===== config.mk =====
export PLATFORM = sky130hd
export DESIGN_NAME = mem_port_arbiter
export DESIGN_NICKNAME = d
export VERILOG_FILES = /design/src/rtl/mem_port_arbiter.sv
export SDC_FILE = /design/constraint.sdc
export NUM_CORES = 1
export LEC_CHECK = 0
export ABC_AREA = 1
export CAP_MARGIN = 0
export CORE_UTILIZATION = 38
export CTS_CLUSTER_DIAMETER = 30
export CTS_CLUSTER_SIZE = 10
export DETAILED_ROUTE_END_ITERATION = 10
export PLACE_DENSITY_LB_ADDON = 0.25
export SLEW_MARGIN = 10
export SYNTH_ARGS = -nofsm -noshare
export SYNTH_HDL_FRONTEND = slang
export SYNTH_SLANG_ARGS = --single-unit
export TNS_END_PERCENT = 20

===== constraint.sdc =====
create_clock -name clk -period 1.7 [get_ports clk]
set_input_delay 0.255 -clock clk [delete_from_list [all_inputs] [get_ports clk]]
set_output_delay 0.255 -clock clk [all_outputs]
set_load 0.005 [all_outputs]

===== src/rtl/mem_port_arbiter.sv =====
`default_nettype none
// ============================================================================
// Module   : mem_port_arbiter
// Purpose  : Shares the MEM-stage data-memory port between the CPU pipeline
//            and an image DMA engine. DMA gets bounded bursts, a starvation
//            counter forces DMA in after MAX_WAIT lost cycles, and the CPU is
//            stalled whenever it requests but does not own the port.
// Options  : ARB_STATS_EN - when defined, enables the saturating 16-bit
//            stall / DMA-beat statistics counters (tied to zero otherwise).
// Revision : 1.0 - initial release
// ============================================================================
module mem_port_arbiter #(
  parameter int AW        = 32,
  parameter int DW        = 8,
  parameter int RW        = 32,
  parameter int BURST_MAX = 4,
  parameter int MAX_WAIT  = 8
) (
  input  logic          clk,
  input  logic          rst_n,
  input  logic          req_cpu,
  input  logic          we_cpu,
  input  logic [AW-1:0] addr_cpu,
  input  logic [DW-1:0] wdata_cpu,
  input  logic          req_dma,
  input  logic          we_dma,
  input  logic [AW-1:0] addr_dma,
  input  logic [DW-1:0] wdata_dma,
  input  logic [RW-1:0] mem_rdata,
  output logic          gnt_cpu,
  output logic          gnt_dma,
  output logic          stall_cpu,
  output logic [AW-1:0] mem_addr,
  output logic          mem_we,
  output logic [DW-1:0] mem_wdata,
  output logic [RW-1:0] rdata,
  output logic          rvalid_cpu,
  output logic          rvalid_dma,
  output logic [15:0]   stat_stall,
  output logic [15:0]   stat_dma
);

  localparam int c_BW = $clog2(BURST_MAX + 1);
  localparam int c_WW = $clog2(MAX_WAIT + 1);
  localparam logic [c_BW-1:0] c_BURST_MAX = c_BW'(BURST_MAX);
  localparam logic [c_WW-1:0] c_MAX_WAIT  = c_WW'(MAX_WAIT);

  // State records which requester owned the port in the current cycle.
  typedef enum logic [1:0] {
    S_IDLE      = 2'd0,
    S_CPU       = 2'd1,
    S_DMA_BURST = 2'd2
  } state_t;

  state_t          r_state;
  state_t          w_state_nxt;
  logic [c_BW-1:0] r_beat_cnt;
  logic [c_BW-1:0] w_beat_nxt;
  logic [c_WW-1:0] r_wait_cnt;
  logic [c_WW-1:0] w_wait_nxt;
  logic            w_gnt_cpu;
  logic            w_gnt_dma;
  logic            w_burst_start;
  logic [AW-1:0]   r_last_addr;
  logic [DW-1:0]   r_last_wdata;
  logic [RW-1:0]   r_rdata;
  logic            r_rvalid_cpu;
  logic            r_rvalid_dma;

  // Registered owner state and burst / starvation counters.
  always_ff @(posedge clk or negedge rst_n) begin
    if (!rst_n) begin
      r_state    <= S_IDLE;
      r_beat_cnt <= '0;
      r_wait_cnt <= '0;
    end else begin
      r_state    <= w_state_nxt;
      r_beat_cnt <= w_beat_nxt;
      r_wait_cnt <= w_wait_nxt;
    end
  end

  // Priority grant: burst continuation, forced preemption, CPU, then new DMA burst.
  always_comb begin
    w_gnt_cpu     = 1'b0;
    w_gnt_dma     = 1'b0;
    w_burst_start = 1'b0;
    w_state_nxt   = S_IDLE;
    w_beat_nxt    = '0;
    w_wait_nxt    = r_wait_cnt;

    if (r_state == S_DMA_BURST && req_dma && r_beat_cnt < c_BURST_MAX) begin
      w_gnt_dma = 1'b1;
    end else if (req_dma && r_wait_cnt == c_MAX_WAIT) begin
      w_gnt_dma     = 1'b1;
      w_burst_start = 1'b1;
    end else if (req_cpu) begin
      w_gnt_cpu = 1'b1;
    end else if (req_dma) begin
      w_gnt_dma     = 1'b1;
      w_burst_start = 1'b1;
    end

    if (w_gnt_dma) begin
      w_state_nxt = S_DMA_BURST;
      w_beat_nxt  = w_burst_start ? c_BW'(1) : r_beat_cnt + c_BW'(1);
      w_wait_nxt  = '0;
    end else begin
      if (w_gnt_cpu) begin
        w_state_nxt = S_CPU;
      end
      if (req_dma && r_wait_cnt != c_MAX_WAIT) begin
        w_wait_nxt = r_wait_cnt + c_WW'(1);
      end
    end
  end

  // Memory port mux; address and write byte park on their last driven value.
  always_comb begin
    mem_addr  = r_last_addr;
    mem_wdata = r_last_wdata;
    mem_we    = 1'b0;
    if (w_gnt_cpu) begin
      mem_addr  = addr_cpu;
      mem_wdata = wdata_cpu;
      mem_we    = we_cpu;
    end else if (w_gnt_dma) begin
      mem_addr  = addr_dma;
      mem_wdata = wdata_dma;
      mem_we    = we_dma;
    end
  end

  // Remember the last driven address / write byte for idle cycles.
  always_ff @(posedge clk or negedge rst_n) begin
    if (!rst_n) begin
      r_last_addr  <= '0;
      r_last_wdata <= '0;
    end else begin
      r_last_addr  <= mem_addr;
      r_last_wdata <= mem_wdata;
    end
  end

  // Read return: one-cycle registered data with per-requester valid.
  always_ff @(posedge clk or negedge rst_n) begin
    if (!rst_n) begin
      r_rdata      <= '0;
      r_rvalid_cpu <= 1'b0;
      r_rvalid_dma <= 1'b0;
    end else begin
      r_rdata      <= mem_rdata;
      r_rvalid_cpu <= w_gnt_cpu & ~we_cpu;
      r_rvalid_dma <= w_gnt_dma & ~we_dma;
    end
  end

  assign gnt_cpu    = w_gnt_cpu;
  assign gnt_dma    = w_gnt_dma;
  assign stall_cpu  = req_cpu & ~w_gnt_cpu;
  assign rdata      = r_rdata;
  assign rvalid_cpu = r_rvalid_cpu;
  assign rvalid_dma = r_rvalid_dma;

`ifdef ARB_STATS_EN
  logic [15:0] r_stat_stall;
  logic [15:0] r_stat_dma;

  // Saturating statistics, cleared only by reset.
  always_ff @(posedge clk or negedge rst_n) begin
    if (!rst_n) begin
      r_stat_stall <= 16'h0000;
      r_stat_dma   <= 16'h0000;
    end else begin
      if (stall_cpu && r_stat_stall != 16'hFFFF) begin
        r_stat_stall <= r_stat_stall + 16'd1;
      end
      if (w_gnt_dma && r_stat_dma != 16'hFFFF) begin
        r_stat_dma <= r_stat_dma + 16'd1;
      end
    end
  end

  assign stat_stall = r_stat_stall;
  assign stat_dma   = r_stat_dma;
`else
  assign stat_stall = 16'h0000;
  assign stat_dma   = 16'h0000;
`endif

endmodule
`default_nettype wire


==> run summary, run 1 <==
Start point of the critical path: r_wait_cnt[1]. The filler cells instantiated in the layout total 665. Yosys mapped the design onto 24 distinct sky130hd cell types. The number of global-route vias before repair is 4,438, and the achievable frequency is 441.4 MHz. The share of the Yosys chip area taken by registers is 52.53%. The tools report the area of the mapped netlist as 0.003954 mm^2. The run gives 0.006220 mm^2 as the cell area reported after detailed placement. The tools report the number of core rows as 36. On the worst path, the slowest cell contributes a delay of 0.40 ns. The number of antenna violations at the first check in global routing was 0; the area growth from synthesis to layout was 90.09%. The first routing iteration left 138 violations.

Entering global routing, the biggest net connects 34 pins. Type of element launching the critical path: a flop. The count of mapped cells out of synthesis was 470. The detail-routed via count per cell was 4.703; the CTS buffer count was 9. 228 I/O pins were placed. The data required time at the worst endpoint is 1.44 ns.

In this run the worst path has a maximum fanout of 6. Summing over every cut layer, the via total after detailed routing is 4,233. The run finished, with violations left. The clock net in this run drives a total of 83 sinks. Total routed wirelength: 14.63 mm. For the summed area of non-filler cells in the final layout, the log shows 0.007516 mm^2. Setup repair after global routing could not meet its margin everywhere.

At the end of the flow, the number of nets in the layout was 884. The average instance area after synthesis works out to 8.412 um^2. For this run, design rule violations remaining after detail routing come to 0. For this design the ratio of total power to cell area is 752.1 mW/mm^2. The clock latency on the worst-skew pair was 0.36 ns.

The fraction of layout instances using a drive strength above 1 is 34.29%. The tools report the capture point of the critical path as mem_addr[0]. Synthesis inferred 83 register bits. The post-route clock skew is 0.01618 ns. For this design the static power due to leakage is 3.960 nW. The tools report the category of the worst setup path capture point as a primary output.

The worst setup path is of the flop to primary output kind. The maximum vdd drop is 0.0004215 V. The logs give 0 for the number of slew-limit violations in the final report and 57 for the setup violation total in the final timing report.

The run gives 0 as the count of synthesis-stage warnings from yosys. The cell chosen for the clock root is clkbuf_8. The cell count of the worst reg-to-reg path is 16.

The total area inside the core boundary comes to 0.009910 mm^2. Data on the critical path arrives at its endpoint at 2.01 ns. The final antenna diode count came out at 0. The global-route wire length before repair was 22.58 mm; the initial core utilization was 39.90%. TritonCTS built the clock tree. Summed over all layers, the global routing overflow is 0. After clock tree synthesis, the clock-pin slew on the worst setup and hold paths is 0.10 ns.

The tightest min-delay check is of the input port to flop type. Number of I/O port buffers: 195. The final reports fail on negative setup slack. The horizontal die dimension works out to 104.0 um.

For the total count of hold-check failures in the final report, the log shows 0. The H-tree was split into 3 levels. Walking the worst path, the cells encountered are inv_2, ha_4, nand4_4, buf_12, nand3_4, buf_12, buf_8, buf_6, nand2_1, nand3_1, nand2_1, buf_2.

Max-cap violations in this run came to 0. In the final routed layout, each cell accounts on average for 16.26 um. The detail route stage leaves a number of antenna-violating nets equal to 0. The run gives 26.66% as the combined global-route utilization of all metal layers. The number of iterations in the first detailed-routing pass was 5. The final critical path takes up 133.3% of the cycle.

Subtracting the final worst setup slack from the clock period gives 2.265 ns. The die covers 0.01082 mm^2. The tools report the final worst-path setup slack as -0.5655 ns.

Endpoint of the lowest-slack register-to-register path: r_last_wdata[4]. Worst reg-to-reg setup slack: -0.51 ns. The run gives 75.85% as the core occupancy in the finished layout. In this run the deepest clock path goes through 2 buffers.

At the end of routability-driven placement, the weighted congestion stood at 0.7697. Half-perimeter wire length after detailed placement: 8.132 mm. Cell at the slowest stage of the critical path: dfrtp_1. The worst register-to-register path begins at r_wait_cnt[1].

The height of the die works out to 104.0 um.
per-layer routing:
metal / global-route usage (%) / routed length [um]
met1: 32.23 / 5823
met2: 47.62 / 7686
met3: 3.195 / 620
met4: 11.63 / 504
met5: 0 / 0
power by group:
group	total [mW]	internal, mW	switching (mW)
Combinational	2.08	1.21	0.870
Clock	1.35	0.557	0.788
Sequential	2.23	2.17	0.0645
Total	5.65	3.93	1.72
synthesized netlist by cell type, drive strengths merged:
| cell | n | area share [%] |
|---|---|---|
| a21oi | 2 | 0.25 |
| a31oi | 1 | 0.16 |
| buf | 53 | 9.5 |
| clkbuf | 5 | 0.47 |
| conb | 1 | 0.095 |
| dfrtp | 83 | 53 |
| ha | 3 | 0.95 |
| inv | 93 | 8.8 |
| nand2 | 132 | 13 |
| nand3 | 44 | 6.0 |
| nand4 | 42 | 7.0 |
| nor2 | 7 | 0.66 |
| nor3b | 2 | 0.38 |
| o21ai | 1 | 0.13 |
| xor2 | 1 | 0.22 |
per-stage QoR:
step	std cells	power, mW	setup TNS, ns	setup WS [ns]	hold slack (ns)
3_3_place_gp	813	3.735	-29.94	-0.7240	0.2026
2_1_floorplan	501	2.855	0	0.1097	-0.04059
3_5_place_dp	813	3.760	-29.68	-0.6862	0.1998
6_report	900	5.653	-23.65	-0.5655	0.3232
5_1_grt	900	5.922	-28.89	-0.6506	0.3055
4_1_cts	900	5.569	-26.00	-0.5682	0.3119
critical path: cells and delay by family, from the launching register on:
| family | cells | cell delay (ns) |
|---|---|---|
| fa+ha+maj | 1 | 0.14 |
| buf+inv | 6 | 0.72 |
| flops | 1 | 0.40 |
| simple gates | 5 | 0.39 |
registers in the layout, indices dropped and copies added, names as in the netlist:
signal,cells
r_beat_cnt,3
r_last_addr,32
r_last_wdata,8
r_state,2
r_wait_cnt,4
rdata,32
rvalid_cpu,1
rvalid_dma,1
timing repair:
| item | 4_1_cts | 5_1_grt |
|---|---|---|
| hold endpoints to repair | 25 | 0 |
| gates cloned | 8 | 1 |
| pin swaps | 36 | 25 |
| setup endpoints to repair | 44 | 78 |
| buffers inserted | 67 | 3 |
| hold buffers | 1 | 0 |
| gates resized for setup | 279 | 54 |
how the worst min path moves through the flow:
| stage | end | slack, ns | start | depth (start not counted) |
|---|---|---|---|---|
| floorplan | r_beat_cnt[0] | -0.04 | rst_n | 0 |
| global placement | rdata[30] | 0.20 | rst_n | 1 |
| detailed placement | rdata[30] | 0.20 | rst_n | 1 |
| CTS | rdata[15] | 0.31 | mem_rdata[15] | 1 |
| global route | rdata[31] | 0.31 | mem_rdata[31] | 1 |
| finish | rdata[15] | 0.32 | mem_rdata[15] | 1 |
area by class of cell:
cell class,instances,area (um^2),share of cell area (%)
Timing Repair Buffer,309,3139,41.77
Multi-Input combinational cell,267,1598,21.26
Clock buffer,9,123.9,1.648
Sequential cell,83,2077,27.63
Clock inverter,6,55.05,0.7325
Tap cell,133,166.4,2.214
Inverter,93,356.6,4.744
cell usage in the layout (no fill, tap or decap), types with 6 or more instances in the layout:
master	netlist	final
buf_12	0	12
buf_2	15	36
buf_4	32	42
buf_6	5	53
clkbuf_8	0	9
clkdlybuf4s50_1	0	150
conb_1	1	32
dfrtp_1	83	83
inv_1	89	87
nand2_1	130	83
nand2_2	1	37
nand2_4	1	12
nand3_1	42	16
nand3_2	1	26
nand4_1	41	41
nor2_1	7	6
cells by family (layout without fill, tap and decap cells):
logic type | after synthesis | after routing | share of synthesized area [%]
other cells | 1 | 32 | 0.09485
xor+xnor | 1 | 1 | 0.2216
buf+inv | 151 | 417 | 18.80
compound gates | 4 | 4 | 0.5380
simple gates | 227 | 227 | 26.87
fa+ha+maj | 3 | 3 | 0.9495
flops | 83 | 83 | 52.53
(Power assumes the default switching activity.)
==> run 2: changes to the inputs <==
--- a/config.mk
+++ b/config.mk
@@ -10,5 +10,5 @@
 export CORE_UTILIZATION = 38
 export CTS_CLUSTER_DIAMETER = 30
-export CTS_CLUSTER_SIZE = 10
+export CTS_CLUSTER_SIZE = 28
 export DETAILED_ROUTE_END_ITERATION = 10
 export PLACE_DENSITY_LB_ADDON = 0.25
==> constraint.sdc (replaced) <==
create_clock -name clk -period 1.7 [get_ports clk]
set_input_delay 0.255 -clock clk [delete_from_list [all_inputs] [get_ports clk]]
set_output_delay 0.255 -clock clk [all_outputs]
set_load 0.02 [all_outputs]
==> run summary, run 2 (same netlist as run 1, synthesis figures left out) <==
The setup violation total in the final timing report is 49, and the post-route clock skew is 0.008790 ns. The finished cells cover 0.006873 mm^2. In this run the power density over the cells is 850.1 mW/mm^2. The routability congestion estimate was 0.7840.

The number of antenna violations at the first check in global routing is 0, and the time the final worst path needs with I/O delays and setup is 2.183 ns. Along the worst path, the maximum fanout reaches 7. For this block, wires on met1 add up to 4.814 mm.

The worst min-delay path category is input port to flop. Dividing the detail-routed wire length by the instance count gives 14.12 um. Across all register-to-register paths, the minimum setup slack is -0.04 ns.

The tree is rooted in a clkbuf_8. The run gives 3,922 as the overall via count from detail_route. The count of buffers added on input and output ports is 195. For this block, the routed nets add up to 12.10 mm of wire. The placed instances occupy a cell area of 0.006226 mm^2.

The number of antenna diodes in the final layout is 0. The net count of the finished layout is 840. The total count of hold-check failures in the final report was 0; the data arrival time at the worst-slack endpoint was 1.93 ns. STA classifies the critical path endpoint as a primary output. The logs give 815 for the instance count after placement with tap cells included and 0 for the number of max-cap violations. The run gives 6.453 mm as the detailed-routed wire length on met2. Area growth from synthesis to layout: 73.83%. In this run the horizontal extent of the chip is 104.0 um. Dividing the final minimum period by the clock period gives 128.4%.

The clock passes through at most 2 buffers. Data required time at the worst endpoint: 1.44 ns. The most common cell after layout, fill and taps aside is clkdlybuf4s50_1. The maximum number of pins on one net before global-route repair is 35. The type of element launching the critical path was a flop.

Post-detailed-route count of antenna-violating nets: 0. The achievable frequency was 458.0 MHz. The height of the die came out at 104.0 um. The tightest hold path in the finished design has a slack of 0.3308 ns. Pin placement for this block handled 228 I/O pins. The run gives -18.72 ns as the aggregate negative setup slack. The logs give 83 for the TritonCTS sink count and -0.8104 ns for the worst setup timing slack at the placement stage.

For the worst-skew pair, the clock arrives at the later sink with an insertion delay of 0.36 ns. The number of iterations in the first detailed-routing pass was 4; the number of filler instances in the final layout was 785. In the global route stage, overall resource usage came out at 21.53%. The number of core rows came out at 36. Initial DRC count: 165.

After detailed routing, the number of vias per cell comes to 4.576. The run gives 39.90% as the initial core utilization. The count of cells in the finished layout, fillers not included, comes to 857. The flow ran to the end, but the final reports show violations. The total DRC errors in the routed layout is 0, and the fraction of layout instances using a drive strength above 1 is 25.55%. Summed over all nets, wire length on met3 after detailed routing comes to 636 um.

The logs give 3,946 for the number of global-route vias before repair and 3 for the total number of H-tree levels. The sum of overflow across all layers after global routing was 0. The run gives 0.009910 mm^2 as the area of the core. Leaving out fill and tap cells, the most frequent cells in the layout are 150 x clkdlybuf4s50_1, 105 x nand2_1, 87 x inv_1. The first global-routing pass estimated 18.69 mm of wire. After detailed routing, no signal wire sits above met4. Setup repair after global routing could not meet its margin everywhere. Clock-pin slew was measured on the worst setup and hold paths at 0.08 ns. Once detailed placement completed, the half-perimeter wirelength came to 8.115 mm. Clock tree synthesis inserted a total of 9 buffers. The run gives 0.0004813 V as the maximum vdd drop. The floorplan step defined a die boundary enclosing 0.01082 mm^2. The standby leakage power was 3.556 nW.

The checks that failed: negative setup slack. The number of slew-limit violations in the final report was 0. The final worst-path setup slack came out at -0.4832 ns. The critical path is of the flop to primary output type. TritonCTS built the clock tree.
run 2: cell types whose count changed in the layout (fill, tap and decap cells not counted), sizes merged:
cell	before	now
clkbuf	14	12
bufinv	0	2
buf	147	113
clkdlybuf4s15	2	0
inv	98	94
clkinvlp	0	1
bufbuf	4	0
run 2: repair_timing:
| item | CTS | global route |
|---|---|---|
| pin swaps | 4 | 24 |
| cloned | 3 | 2 |
| setup buffers | 8 | 15 |
| gates resized for setup | 232 | 60 |
| endpoints found under the setup margin | 44 | 51 |
| hold endpoints to repair | 31 | 0 |
| hold buffers | 1 | 0 |
run 2: critical path: stages, from the launching register on:
cell and delay [ns]:
dfrtp_1 0.40, inv_2 0.08, ha_4 0.15, nand4_4 0.14, nand3_4 0.22, buf_12 0.13, clkbuf_16 0.15, nand3_2 0.09
nand2_2 0.10, buf_6 0.12
run 2: through the flow:
step	power [mW]	util [%]
3_3_place_gp	3.993	62.83
5_1_grt	6.146	69.36
2_1_floorplan	3.123	-
3_5_place_dp	4.029	62.83
4_1_cts	5.715	66.67
6_report	5.843	69.36
run 2: routing by layer:
metal | vias to the layer above | track usage, %
met2 | 151 | 39.00
met1 | 1879 | 25.37
met4 | 0 | 5.816
met5 | - | 0
li1 | 1874 | -
met3 | 18 | 5.075
run 2: final timing paths:
check / start / end / depth (start not counted)
setup / recovery: r_wait_cnt[1] / mem_addr[20] / 9
hold / removal: mem_rdata[20] / rdata[20] / 1
max in group asynchronous: rst_n / r_last_addr[6] / 3
hold reg to reg: r_beat_cnt[0] / r_beat_cnt[0] / 1
setup reg to reg: r_wait_cnt[1] / r_last_addr[20] / 11
min in group asynchronous: rst_n / rdata[26] / 2
run 2: where the power goes:
group,internal [mW],switching (mW),total (mW)
sequential,2.17,0.0596,2.23
combinational,1.02,1.00,2.02
clock,0.876,0.721,1.60
total,4.06,1.78,5.84
run 2: final cells by class:
cell class                      instances  area (um^2)  area share [%]
Timing Repair Buffer                  265         2615           38.05
Sequential cell                        83         2077           30.22
Multi-Input combinational cell        267         1434           20.86
Inverter                               93        354.1           5.152
Tap cell                              133        166.4           2.421
Clock buffer                           11        141.4           2.057
Clock inverter                          5        85.08           1.238
